### src/rtl/ahb_burst_rr_arbiter_pkg.sv
// -----------------------------------------------------------------------------
// ahb_arb_pkg
// Shared definitions for the burst-aware round-robin output-stage arbiter:
//   - HTRANS / HBURST encodings
//   - arbiter state enum
//   - beats_m1(): HBURST -> (beats - 1) for defined-length bursts, else 0
// -----------------------------------------------------------------------------
package ahb_arb_pkg;

  localparam logic [1:0] HTRANS_IDLE   = 2'b00;
  localparam logic [1:0] HTRANS_BUSY   = 2'b01;
  localparam logic [1:0] HTRANS_NONSEQ = 2'b10;
  localparam logic [1:0] HTRANS_SEQ    = 2'b11;

  localparam logic [2:0] HBURST_SINGLE = 3'b000;
  localparam logic [2:0] HBURST_INCR   = 3'b001;
  localparam logic [2:0] HBURST_WRAP4  = 3'b010;
  localparam logic [2:0] HBURST_INCR4  = 3'b011;
  localparam logic [2:0] HBURST_WRAP8  = 3'b100;
  localparam logic [2:0] HBURST_INCR8  = 3'b101;
  localparam logic [2:0] HBURST_WRAP16 = 3'b110;
  localparam logic [2:0] HBURST_INCR16 = 3'b111;

  typedef enum logic [2:0] {
    ST_NONE   = 3'd0,
    ST_SINGLE = 3'd1,
    ST_BURST  = 3'd2,
    ST_UNDEF  = 3'd3,
    ST_LOCK   = 3'd4
  } arb_state_e;

  // Remaining beats after the NONSEQ beat; zero for SINGLE and INCR.
  function automatic logic [3:0] beats_m1(input logic [2:0] hburst);
    logic [3:0] n;
    case (hburst)
      HBURST_WRAP4,  HBURST_INCR4:  n = 4'd3;
      HBURST_WRAP8,  HBURST_INCR8:  n = 4'd7;
      HBURST_WRAP16, HBURST_INCR16: n = 4'd15;
      default:                      n = 4'd0;
    endcase
    return n;
  endfunction

endpackage

### src/rtl/ahb_burst_rr_arbiter_if.sv
// -----------------------------------------------------------------------------
// ahb_burst_rr_arbiter_if
// Bundle between the input stages / output-stage mux and the arbiter.
//   req_port     : per-port request (held_tran & sel)
//   HREADYM      : muxed HREADY, 1 = address phase accepted
//   HSELM        : slave select of the muxed port
//   HTRANSM      : HTRANS of the muxed port
//   HBURSTM      : HBURST of the muxed port
//   HMASTLOCKM   : HMASTLOCK of the muxed port (HSEL-qualified)
//   addr_in_port : granted port index (registered, from arbiter)
//   no_port      : 1 = nothing granted, stage drives idle (registered)
// Modports: master = bus side driving requests/controls, slave = arbiter.
// -----------------------------------------------------------------------------
interface ahb_burst_rr_arbiter_if #(
  parameter int NUM_PORTS = 4,
  parameter int PORT_W    = 2
);

  logic [NUM_PORTS-1:0] req_port;
  logic                 HREADYM;
  logic                 HSELM;
  logic [1:0]           HTRANSM;
  logic [2:0]           HBURSTM;
  logic                 HMASTLOCKM;
  logic [PORT_W-1:0]    addr_in_port;
  logic                 no_port;

  modport master (
    output req_port, HREADYM, HSELM, HTRANSM, HBURSTM, HMASTLOCKM,
    input  addr_in_port, no_port
  );

  modport slave (
    input  req_port, HREADYM, HSELM, HTRANSM, HBURSTM, HMASTLOCKM,
    output addr_in_port, no_port
  );

endinterface

### src/rtl/ahb_burst_rr_arbiter_rr_pick.sv
// -----------------------------------------------------------------------------
// rr_pick
// Combinational round-robin winner search. Scans from i_ptr+1 upward with
// wrap; the port at i_ptr itself is checked last (lowest priority).
//   i_req     : request vector
//   i_ptr     : last granted port
//   o_winner  : first requesting port after i_ptr (0 when none)
//   o_any_req : at least one request present
// -----------------------------------------------------------------------------
module rr_pick #(
  parameter int NUM_PORTS = 4,
  parameter int PORT_W    = 2
) (
  input  logic [NUM_PORTS-1:0] i_req,
  input  logic [PORT_W-1:0]    i_ptr,
  output logic [PORT_W-1:0]    o_winner,
  output logic                 o_any_req
);

  logic [PORT_W-1:0] w_idx;
  logic              w_hit;
  logic              w_found;

  // Rotating first-one search; offset NUM_PORTS lands back on i_ptr.
  always_comb begin
    w_idx    = {PORT_W{1'b0}};
    w_hit    = 1'b0;
    w_found  = 1'b0;
    o_winner = {PORT_W{1'b0}};
    for (int k = 1; k <= NUM_PORTS; k++) begin
      w_idx    = PORT_W'((int'(i_ptr) + k) % NUM_PORTS);
      w_hit    = ~w_found & i_req[w_idx];
      o_winner = w_hit ? w_idx : o_winner;
      w_found  = w_found | w_hit;
    end
  end

  assign o_any_req = |i_req;

endmodule

### src/rtl/ahb_burst_rr_arbiter.sv
// -----------------------------------------------------------------------------
// ahb_burst_rr_arbiter
// Round-robin, burst-aware arbiter for one bus-matrix output stage. Keeps the
// owner across defined-length bursts, undefined-length (INCR) bursts and
// locked sequences; re-arbitrates otherwise. All state moves only on accepted
// edges (HREADYM = 1).
//   HCLK    : bus clock
//   HRESETn : asynchronous active-low reset
//   bus     : ahb_burst_rr_arbiter_if.slave (requests, muxed controls in;
//             registered addr_in_port / no_port out)
// -----------------------------------------------------------------------------
module ahb_burst_rr_arbiter
  import ahb_arb_pkg::*;
#(
  parameter int NUM_PORTS = 4,
  parameter int PORT_W    = 2
) (
  input  logic                   HCLK,
  input  logic                   HRESETn,
  ahb_burst_rr_arbiter_if.slave  bus
);

  arb_state_e        r_state;
  arb_state_e        w_state_nxt;
  logic [3:0]        r_cnt;
  logic [3:0]        w_cnt_nxt;
  logic [PORT_W-1:0] r_ptr;
  logic [PORT_W-1:0] w_ptr_nxt;
  logic [PORT_W-1:0] r_addr_in_port;
  logic [PORT_W-1:0] w_addr_nxt;
  logic              r_no_port;
  logic              w_no_port_nxt;

  logic [PORT_W-1:0] w_winner;
  logic              w_any_req;
  logic              w_owned;
  logic              w_nonseq;
  logic              w_seq;
  logic              w_busy;
  logic [3:0]        w_bm1;

  rr_pick #(
    .NUM_PORTS (NUM_PORTS),
    .PORT_W    (PORT_W)
  ) u_rr_pick (
    .i_req     (bus.req_port),
    .i_ptr     (r_ptr),
    .o_winner  (w_winner),
    .o_any_req (w_any_req)
  );

  // With no_port=1 the stage drives idle, so the muxed controls carry no
  // owner transfer; only an owned stage can start or continue a burst.
  assign w_owned  = ~r_no_port;
  assign w_nonseq = bus.HSELM & (bus.HTRANSM == HTRANS_NONSEQ);
  assign w_seq    = bus.HSELM & (bus.HTRANSM == HTRANS_SEQ);
  assign w_busy   = bus.HSELM & (bus.HTRANSM == HTRANS_BUSY);
  assign w_bm1    = beats_m1(bus.HBURSTM);

  // Beat counter: loads on NONSEQ, counts SEQ down to 0 (never wraps),
  // holds on BUSY, clears on IDLE / deselect. Also tracks while locked.
  always_comb begin
    w_cnt_nxt = 4'd0;
    if (!w_owned) begin
      w_cnt_nxt = 4'd0;
    end else if (w_nonseq) begin
      w_cnt_nxt = w_bm1;
    end else if (w_seq && (r_cnt != 4'd0)) begin
      w_cnt_nxt = r_cnt - 4'd1;
    end else if (w_busy) begin
      w_cnt_nxt = r_cnt;
    end else begin
      w_cnt_nxt = 4'd0;
    end
  end

  // Next state and grant: hold the owner while locked or inside a burst,
  // otherwise re-arbitrate (current owner is the last candidate).
  always_comb begin
    w_state_nxt   = r_state;
    w_addr_nxt    = r_addr_in_port;
    w_no_port_nxt = r_no_port;
    w_ptr_nxt     = r_ptr;
    if (w_owned && bus.HMASTLOCKM) begin
      w_state_nxt = ST_LOCK;
    end else if (w_owned && w_nonseq && (w_bm1 != 4'd0)) begin
      w_state_nxt = ST_BURST;
    end else if (w_owned && w_nonseq && (bus.HBURSTM == HBURST_INCR)) begin
      w_state_nxt = ST_UNDEF;
    end else if (w_owned && (w_seq || w_busy) && (w_cnt_nxt != 4'd0)) begin
      // Covers SEQ/BUSY mid-burst and leaving LOCK with beats outstanding.
      w_state_nxt = ST_BURST;
    end else if (w_owned && (w_seq || w_busy) && (r_state == ST_UNDEF)) begin
      // INCR bursts run with count 0 and end only on IDLE / deselect.
      w_state_nxt = ST_UNDEF;
    end else begin
      if (w_any_req) begin
        w_addr_nxt    = w_winner;
        w_no_port_nxt = 1'b0;
        w_ptr_nxt     = w_winner;
        w_state_nxt   = ST_SINGLE;
      end else begin
        w_no_port_nxt = 1'b1;
        w_state_nxt   = ST_NONE;
      end
    end
  end

  // State register; frozen during wait states.
  always_ff @(posedge HCLK or negedge HRESETn) begin
    if (!HRESETn) begin
      r_state        <= ST_NONE;
      r_cnt          <= 4'd0;
      r_ptr          <= PORT_W'(NUM_PORTS - 1);
      r_addr_in_port <= {PORT_W{1'b0}};
      r_no_port      <= 1'b1;
    end else if (bus.HREADYM) begin
      r_state        <= w_state_nxt;
      r_cnt          <= w_cnt_nxt;
      r_ptr          <= w_ptr_nxt;
      r_addr_in_port <= w_addr_nxt;
      r_no_port      <= w_no_port_nxt;
    end
  end

  assign bus.addr_in_port = r_addr_in_port;
  assign bus.no_port      = r_no_port;

endmodule

### src/flat_wrapper.sv
// flat-port wrapper written by rule: the top's interface ports become plain ports
module ahb_burst_rr_arbiter_flat import ahb_arb_pkg::*;
#(
  parameter int NUM_PORTS = 4,
  parameter int PORT_W    = 2
)
  (HCLK, HRESETn, bus_req_port, bus_HREADYM, bus_HSELM, bus_HTRANSM, bus_HBURSTM, bus_HMASTLOCKM, bus_addr_in_port, bus_no_port);
  ahb_burst_rr_arbiter_if #(.NUM_PORTS(NUM_PORTS), .PORT_W(PORT_W)) bus_i ();
  input  logic HCLK;
  input  logic HRESETn;
  input wire logic [$bits(bus_i.req_port)-1:0] bus_req_port;
  input wire logic [$bits(bus_i.HREADYM)-1:0] bus_HREADYM;
  input wire logic [$bits(bus_i.HSELM)-1:0] bus_HSELM;
  input wire logic [$bits(bus_i.HTRANSM)-1:0] bus_HTRANSM;
  input wire logic [$bits(bus_i.HBURSTM)-1:0] bus_HBURSTM;
  input wire logic [$bits(bus_i.HMASTLOCKM)-1:0] bus_HMASTLOCKM;
  output wire logic [$bits(bus_i.addr_in_port)-1:0] bus_addr_in_port;
  output wire logic [$bits(bus_i.no_port)-1:0] bus_no_port;
  assign bus_i.req_port = bus_req_port;
  assign bus_i.HREADYM = bus_HREADYM;
  assign bus_i.HSELM = bus_HSELM;
  assign bus_i.HTRANSM = bus_HTRANSM;
  assign bus_i.HBURSTM = bus_HBURSTM;
  assign bus_i.HMASTLOCKM = bus_HMASTLOCKM;
  assign bus_addr_in_port = bus_i.addr_in_port;
  assign bus_no_port = bus_i.no_port;
  ahb_burst_rr_arbiter #(.NUM_PORTS(NUM_PORTS), .PORT_W(PORT_W)) u_core (.HCLK(HCLK), .HRESETn(HRESETn), .bus(bus_i));
endmodule
### config.mk
export PLATFORM = sky130hd
export DESIGN_NAME = ahb_burst_rr_arbiter_flat
export DESIGN_NICKNAME = d
export VERILOG_FILES = /design/src/rtl/ahb_burst_rr_arbiter_pkg.sv /design/src/rtl/ahb_burst_rr_arbiter_if.sv /design/src/rtl/ahb_burst_rr_arbiter_rr_pick.sv /design/src/rtl/ahb_burst_rr_arbiter.sv /design/src/flat_wrapper.sv
export SDC_FILE = /design/constraint.sdc
export NUM_CORES = 1
export LEC_CHECK = 0
export CORE_UTILIZATION = 55
export CTS_BUF_LIST = sky130_fd_sc_hd__clkbuf_4
export DETAILED_ROUTE_END_ITERATION = 6
export PLACE_DENSITY = 0.82
export REMOVE_ABC_BUFFERS = 1
export SYNTH_ARGS = -nofsm -noshare
export SYNTH_HDL_FRONTEND = slang
export SYNTH_HIERARCHICAL = 1
export SYNTH_SLANG_ARGS = --single-unit
### constraint.sdc
create_clock -name HCLK -period 4.1 [get_ports HCLK]
set_input_delay 0.615 -clock HCLK [delete_from_list [all_inputs] [get_ports HCLK]]
set_output_delay 0.615 -clock HCLK [all_outputs]
set_load 0.05 [all_outputs]
==> results of run 1 <==
[cell type report]
cell class | instances | area (um^2)
Clock buffer | 3 | 22.52
Clock inverter | 1 | 3.754
Fill cell | 121 | 432.9
Inverter | 8 | 30.03
Multi-Input combinational cell | 71 | 533.0
Sequential cell | 12 | 304.0
Tap cell | 16 | 20.02
Timing Repair Buffer | 16 | 160.2
[logic make-up after synthesis]
kind of cell	synth area share (%)
simple gates	27.92
compound gates	23.93
flops	34.62
buf+inv	4.701
mux	7.407
fa+ha+maj	1.424
[registers in the layout, indices dropped and copies added (netlist names)]
name	cells
u_core/r_cnt	4
u_core/r_ptr	2
u_core/bus.addr_in_port	2
u_core/bus.no_port	1
u_core/r_state	3
[cell usage after synthesis (3+ instances only)]
| cell | count |
|---|---|
| nor2_1 | 11 |
| dfrtp_1 | 9 |
| inv_1 | 8 |
| nand2_1 | 8 |
| a21oi_1 | 5 |
| nand3_1 | 5 |
| mux2_1 | 4 |
| dfstp_2 | 3 |
| nor2b_1 | 3 |
| o22ai_1 | 3 |
[power by group through the flow]
| stage | registers [mW] | clock network, mW | logic [mW] |
|---|---|---|---|
| floorplan | 0.233 | 0 | 0.0998 |
| global placement | 0.191 | 0 | 0.207 |
| detailed placement | 0.193 | 0 | 0.212 |
| CTS | 0.191 | 0.0760 | 0.213 |
| global route | 0.197 | 0.0828 | 0.229 |
| finish | 0.192 | 0.0737 | 0.213 |
[through the flow]
| stage | cell area (um^2) | total power [mW] |
|---|---|---|
| after floorplan | 867.1 | 0.3323 |
| after global placement | 1047 | 0.3978 |
| after detailed placement | 1047 | 0.4055 |
| after CTS | 1074 | 0.4805 |
| after global routing | 1074 | 0.5087 |
| final | 1074 | 0.4783 |
[worst reg2reg max path, delay by kind of cell, from the launching register on]
family | cells | cell delay, ns
AO/OA/AOI/OAI | 1 | 0.22
adder cells (fa/ha/maj) | 1 | 0.21
buffers and inverters | 1 | 0.10
flip-flops | 1 | 0.42
multiplexers | 1 | 0.34
AND/OR/NAND/NOR | 3 | 0.68
[metal layers]
metal,vias up,wire length (um),global-route usage (%)
met2,18,992,41.88
met5,-,0,0
li1,374,-,-
met1,373,896,32.39
met3,2,62,4.783
met4,0,9,11.61
[worst paths after layout]
check	slack, ns	depth (start not counted)	end	from
worst min register to register	0.51	1	u_core/bus.addr_in_port[1]	u_core/bus.addr_in_port[1]
worst max-delay path	1.71	6	u_core/bus.addr_in_port[0]	bus_HTRANSM[0]
worst max register to register	2.00	7	u_core/bus.addr_in_port[0]	u_core/r_cnt[0]
min in group asynchronous	0.69	1	u_core/r_cnt[2]	HRESETn
worst min-delay path	0.51	1	u_core/bus.addr_in_port[1]	u_core/bus.addr_in_port[1]
max in group asynchronous	3.04	1	u_core/r_ptr[0]	HRESETn
==> metrics, run 1 <==
logic gate share of total power 44.6%; Buffers on Ports 16; period utilization 58.21%; die footprint 0.001761 mm^2; Crit. End Element register; slowest CP cell clkdlybuf4s50_1; Slew headroom 63.89%; Main synth FF type dfrtp_1; Synth async-reset ratio 100.0%; Final Hold Viols 0; FP Rows 14; Final ANT Viol Nets 0; critical-path cell list clkdlybuf4s50_1, nor2b_1, a211oi_1, a21o_2, nand4_4, mux2_1; cell area after synthesis 878.3 um^2; most frequent cells in the layout clkdlybuf4s50_1 (16), nor2_1 (11), dfrtp_1 (9), inv_1 (8), nand2_1 (8); Die X 41.96 um; Setup violations, final 0; vias in the first global route 781; Syn Inst Count 92; number of synthesized flops with an enable pin 0; worst stage delay on the critical path 0.65 ns; Yosys reg bits 12; Hold Slack 0.5088 ns; Worst-Margin Slew 0.5400 ns; Placed Cells 123; DRT Pass-1 Iters 5; CP arrival 2.54 ns; Via density 6.039; area grow syn2layout 22.22%; total setup buffers inserted after CTS 0; sequential power share 40.0%; Initial Util 58.31%; share of post-route cells with drive strength above 1 16.22%; Leak 0.4422 nW; Worst-path clk slew 0.07 ns; via count 767; initial antenna violation count 0; min-delay worst type reg2reg; Crit Path Class in2reg; CP delay by family, top buffers and inverters; core outline area 0.001506 mm^2; first-pass GRT wire length 3436 um; CP Max Fanout 10; net load switching power 191.6 uW; grt total ovfl 0; Worst EP required 4.25 ns; All-Layer GR Usage 25.50%; post-synthesis cell type with the largest combined area dfrtp_1; mean post-synth cell area 9.547 um^2; Max VDD drop 0.3453 mV; DRC Markers 0; hold_buf cts 0; diode count 0; share of the synthesized area in the top cell type 25.64%; number of DRC markers in iteration 0 20; post-CTS resize count 0; clk sink count 12; GPL Wtd Cong 0.8820; switch share 40.05%; worst-case clock buffer depth 2; fmax 0.4190 GHz; Placement Setup Slack 1.433 ns; Layout Skew 0.001894 ns; Skew-Pair Late Insertion Delay 0.27 ns; Max-cap violations 0; Pwr Density 445.6 mW/mm^2; commonest non-fill, non-tap cell in the layout clkdlybuf4s50_1; DP Wirelength 1504 um; fin cells 127; crit path buf inv count 1; final worst slack 1.714 ns; Root Buffer clkbuf_4; CTS HTree Levels 1; final setup TNS 0 ns; Yosys warnings 6; clock power share 15.4%; Internal 286.8 uW; RSZ-0062 raised after global routing no; CTS tree done; sequential-to-total area share from yosys stat 34.62%; largest net degree at the start of global routing 13; Post-Route WL 1961 um; boundary pin count 17; Netlist cell types 40; CTS Buf Count 3; DR WL/cell 15.44 um; Worst Setup Start Kind input port; Final Slew Violations 0; min cycle time layout 2.386 ns; ranking of synthesized cells by area dfrtp_1 (26%), dfstp_2 (9.0%), mux2_1 (5.1%); fin util 71.26%; DIE HEIGHT 41.96 um; status finished clean; fin nets 127
No activity file was read; power rests on OpenSTA's default activity.
==> run 2, diff against run 1 <==
Settings changed: CORE_UTILIZATION 55 to 53, PLACE_DENSITY 0.82 to 0.79.
Clock period 4.1 ns to 2.4 ns, I/O delays scaled along.
==> run 2 against run 1 <==
Clock power is 74% higher. Register-to-register slack got worse by 1.7 ns. Global-route usage is 1.0 points lower. Utilization up 1.2 points. Routed wire length grew 2.2%. Setup slack got worse by 1.5 ns. Critical path type unchanged. Critical endpoint is now u_core/bus.addr_in_port[1].
==> metrics, run 2 (synthesis results as in run 1) <==
CTS HTree Levels 1; Placed Cells 127; Final ANT Viol Nets 0; fin cells 131; number of DRC markers in iteration 0 23; Via density 6.046; Crit Path Class in2reg; Crit. End Element register; Max-cap violations 0; GPL Wtd Cong 0.8746; CTS Buf Count 3; DR WL/cell 15.30 um; Final Slew Violations 0; DRT Pass-1 Iters 4; worst-case clock buffer depth 2; switch share 39.80%; Final Hold Viols 0; Internal 496.7 uW; DRC Markers 0; Slew headroom 64.86%; Buffers on Ports 16; min cycle time layout 2.144 ns; net load switching power 328.4 uW; commonest non-fill, non-tap cell in the layout clkdlybuf4s50_1; max reg flops 4; fin nets 131; Top Layer Used met3; Setup violations, final 0; CTS tree done; critical-path cell list clkdlybuf4s50_1, nor4b_1, mux2i_1, a21o_2, nand4_4, mux2_1; via count 792; boundary pin count 17; Worst EP required 2.56 ns; Worst-Margin Slew 0.5254 ns; clk sink count 12; Initial Util 57.64%; area grow syn2layout 25.64%; Largest Register u_core/r_cnt; fmax 0.4665 GHz; CP Max Fanout 8; vias in the first global route 738; FP Rows 14; Leak 0.4617 nW; Largest regs u_core/r_cnt (4), u_core/r_state (3); period utilization 89.32%; Met3 Wirelength 102 um; M1 wire length 918 um; first-pass GRT wire length 3360 um; worst stage delay on the critical path 0.61 ns; Worst-path clk slew 0.08 ns; slowest CP cell clkdlybuf4s50_1; Placed Area 0.001077 mm^2; DP Wirelength 1577 um; FILL cells 122; most frequent cells in the layout clkdlybuf4s50_1 (16), nor2_1 (11), dfrtp_1 (9), inv_1 (8), nand2_1 (8); sequential power share 39.8%; RSZ-0062 raised after global routing no; core outline area 0.001524 mm^2; logic gate share of total power 44.7%; clock power share 15.6%; DIE HEIGHT 42.71 um; Layout Skew 0.005261 ns; Die X 42.71 um; grt total ovfl 0; post-CTS resize count 0; All-Layer GR Usage 24.46%; initial antenna violation count 0; largest net degree at the start of global routing 13; post-route cell area 0.001104 mm^2; status finished clean; share of post-route cells with drive strength above 1 19.13%; Pwr Density 747.6 mW/mm^2; total setup buffers inserted after CTS 0; Max VDD drop 0.6560 mV; hold_buf cts 0; Post-Route WL 2004 um; min-delay worst type in2async; CP arrival 2.30 ns; Worst Setup Start Kind input port; Skew-Pair Late Insertion Delay 0.27 ns; DR WL met2 983 um; Root Buffer clkbuf_4; diode count 0; die footprint 0.001824 mm^2
[run 2: cell count changes in the layout (fill, tap and decap cells not counted)]
cell / change
buf_4: +4
[run 2: worst max-delay path, delay by kind of cell]
kind            cells  cell delay [ns]
compound gates      1             0.21
mux                 2             0.62
simple gates        2             0.49
buf+inv             1             0.61
[run 2: area by class of cell]
class / count / area [um^2] / area share (%)
clock buffer: 3 / 22.52 / 2.041
clock inverter: 1 / 3.754 / 0.3401
inverter: 8 / 30.03 / 2.721
multi-input combinational: 71 / 533.0 / 48.30
sequential: 12 / 304.0 / 27.55
tap: 16 / 20.02 / 1.814
timing repair buffer: 20 / 190.2 / 17.23
[run 2: worst paths after layout]
path / from / to / slack, ns / cells past startpoint
setup / recovery: bus_HTRANSM[1] / u_core/bus.addr_in_port[1] / 0.26 / 6
hold / removal: HRESETn / u_core/r_cnt[2] / 0.43 / 1
setup reg to reg: u_core/r_cnt[0] / u_core/bus.addr_in_port[1] / 0.30 / 7
hold reg to reg: u_core/r_state[2] / u_core/r_state[2] / 0.50 / 2
max in group asynchronous: HRESETn / u_core/r_ptr[1] / 1.60 / 1
min in group HCLK: u_core/r_state[2] / u_core/r_state[2] / 0.50 / 2
[run 2: metal layers]
metal,GRT usage [%],up-vias
met4,11.25,0
met1,32.05,382
met3,4.255,0
li1,-,385
met2,39.09,25
met5,0,-
[run 2: power by group through the flow]
stage | registers, mW | logic [mW] | clock network [mW]
after global placement | 0.326 | 0.363 | 0
after CTS | 0.327 | 0.371 | 0.134
after floorplan | 0.397 | 0.171 | 0
final | 0.328 | 0.369 | 0.128
after global routing | 0.336 | 0.393 | 0.143
after detailed placement | 0.331 | 0.368 | 0
[run 2: per-stage QoR]
stage          hold WS (ns)  power (mW)  utilization, %  setup slack (ns)  setup TNS (ns)
6_report             0.4299      0.8250           72.41            0.2562               0
4_1_cts              0.4485      0.8312           72.41            0.2806               0
5_1_grt              0.4908      0.8719           72.41            0.1541               0
3_3_place_gp         0.4744      0.6891           70.69           0.03043               0
2_1_floorplan       0.06441      0.5677               -            0.4732               0
3_5_place_dp         0.4858      0.6990           70.69         -0.008552       -0.008552
==> RTL edit, RTL diff (settings of run 2) <==
`NUM_PORTS` is set to 4 in 4 places; all go to 6.
--- a/src/rtl/ahb_burst_rr_arbiter_if.sv
+++ b/src/rtl/ahb_burst_rr_arbiter_if.sv
@@ -13,5 +13,5 @@
 // -----------------------------------------------------------------------------
 interface ahb_burst_rr_arbiter_if #(
-  parameter int NUM_PORTS = 4,
+  parameter int NUM_PORTS = 6,
   parameter int PORT_W    = 2
 );
--- a/src/rtl/ahb_burst_rr_arbiter_rr_pick.sv
+++ b/src/rtl/ahb_burst_rr_arbiter_rr_pick.sv
@@ -9,5 +9,5 @@
 // -----------------------------------------------------------------------------
 module rr_pick #(
-  parameter int NUM_PORTS = 4,
+  parameter int NUM_PORTS = 6,
   parameter int PORT_W    = 2
 ) (
--- a/src/rtl/ahb_burst_rr_arbiter.sv
+++ b/src/rtl/ahb_burst_rr_arbiter.sv
@@ -13,5 +13,5 @@
   import ahb_arb_pkg::*;
 #(
-  parameter int NUM_PORTS = 4,
+  parameter int NUM_PORTS = 6,
   parameter int PORT_W    = 2
 ) (
--- a/src/flat_wrapper.sv
+++ b/src/flat_wrapper.sv
@@ -2,5 +2,5 @@
 module ahb_burst_rr_arbiter_flat import ahb_arb_pkg::*;
 #(
-  parameter int NUM_PORTS = 4,
+  parameter int NUM_PORTS = 6,
   parameter int PORT_W    = 2
 )
Interface: changed (resized bus_req_port); port bits go from 17 to 19. The function was not compared with the original's and may differ.
==> RTL edit against run 2 <==
Sequential cell count down 1. Synthesized cell count up 30%. Setup slack worse by 210 ps. First-iteration DRC count up 22%. Combinational power rose to 2.5 times the old value. Clock power up 18%. Total power up 64%. Register-to-register slack worse by 250 ps. Design area up 34%. Wire length up 42%. Highest routed layer is now met4. Area after synthesis up 28%. Non-clock buffer count up 13. Via count up 39%.
==> RTL edit: results (changes against run 2) <==
Finish
  • Share of cells above drive strength 1: 24.8% (was 19.1%)
  • Largest registers: u_core/r_cnt (4), u_core/r_state (3), u_core/r_ptr (2) (was u_core/r_cnt (4), u_core/r_state (3))
  • Final net count: 175 (was 131)

Synthesis
  • Library cells used by synthesis: 45 (was 40)
  • Sequential-to-total area share from yosys stat: 24.7% (was 34.6%)
  • Synth Area in Adders: 5.57% (was 1.42%)
  • Post-synthesis mux area share: 19.5% (was 7.41%)
  • Synth Area in Compound Gates: 22.7% (was 23.9%)
  • Area contributors post-synth: dfrtp_1 20%, mux4_1 7.0%, ha_1 5.6%, dfstp_2 4.7%, mux2i_1 4.5% (was dfrtp_1 26%, dfstp_2 9.0%, mux2_1 5.1%, nor2_1 4.7%, inv_1 3.4%)

Critical path
  • Slowest cell on crit path: dfstp_2 (was clkdlybuf4s50_1)
  • Reg2reg start: u_core/r_ptr[0]$_DFFE_PN1P_ (was u_core/r_cnt[0]$_DFFE_PN0P_)
  • CP startpoint kind: flip-flop (was input port)
  • Worst r2r path cells: 8 (was 7)
  • R2R Setup Slk: 50 ps (was 300 ps)
  • Crit path max fanout: 6 (was 8)
  • CP Capture Point: u_core/r_ptr[1]$_DFFE_PN0P_ (was u_core/bus.addr_in_port[1]$_DFFE_PN0P_)
  • CP max stage delay: 550 ps (was 610 ps)
  • Top cell family by delay on the critical path: flip-flops (was multiplexers)
  • Critical path arrival: 2520 ps (was 2300 ps)

CTS
  • Worst-Skew Late Latency: 290 ps (was 270 ps)
  • Reg clk slew, reported paths: 80 ps (about the same)
  • Post-cts resize count: 1 (was 0)

Place
  • GP Congestion: 0.856 (was 0.875)
  • Dpl hpwl: 2140 µm (was 1580 µm)
  • IO Port Bufs: 18 (was 16)

Detailed routing
  • DR vias: 1100 (was 792)
  • Top sig layer: met4 (was met3)
  • Met3 Wirelength: 86 µm (was 102 µm)
  • Drt first-iter violations: 28 (was 23)
  • Met2 WL: 1520 µm (was 983 µm)
  • Avg WL per Cell: 15.8 µm (was 15.3 µm)

STA
  • Clk_skew: 13.7 ps (was 5.26 ps)
  • Slew HR: 65.9% (was 64.9%)

Global route
  • Gr usage total: 26.2% (was 24.5%)
  • Met1 Usage GRT: 26.1% (was 32.1%)
  • First-pass GRT wire length: 4110 µm (was 3360 µm)
  • Routing usage on met2: 51.4% (was 39.1%)
  • Number of global-route vias before repair: 1000 (was 738)
  • M3 GR Usage: 4.15% (was 4.26%)

Power
  • Combinational power share: 69.5% (was 44.7%)
  • Lkg Pwr: 0.612 nW (was 0.462 nW)
  • Clock network fraction of total power: 11.1% (was 15.6%)
  • Peak supply drop: 0.000572 V (was 0.000656 V)
  • Pint: 0.774 mW (was 0.497 mW)

Run status
  • Status: complete, no violations (unchanged)
[RTL edit: layout make-up]
cell class | instances | area, µm²
well taps | 27 | 33.8
repair buffers | 33 | 297
inverters | 9 | 33.8
flip-flops and latches | 11 | 278
fillers | 147 | 505
multi-input cells | 96 | 805
clock buffers | 4 | 30.0
[RTL edit: metrics by stage]
| step | setup WS [ps] | total power, mW | std cells | hold slack [ps] | cell area [µm²] |
|---|---|---|---|---|---|
| 6_report | 47.4 | 1.35 | 180 | 398 | 1480 |
| 5_1_grt | 6.87 | 1.43 | 180 | 449 | 1480 |
| 4_1_cts | 13.2 | 1.25 | 180 | 417 | 1450 |
| 3_5_place_dp | -14.7 | 1.09 | 176 | 499 | 1420 |
| 3_3_place_gp | 61.9 | 1.07 | 176 | 480 | 1420 |
| 2_1_floorplan | -196 | 0.830 | 116 | 64.4 | 1090 |
[RTL edit: cells by family after synthesis]
kind of cell / after synthesis
buf+inv: 13
mux: 15
fa+ha+maj: 5
simple gates: 43
flops: 11
compound gates: 33
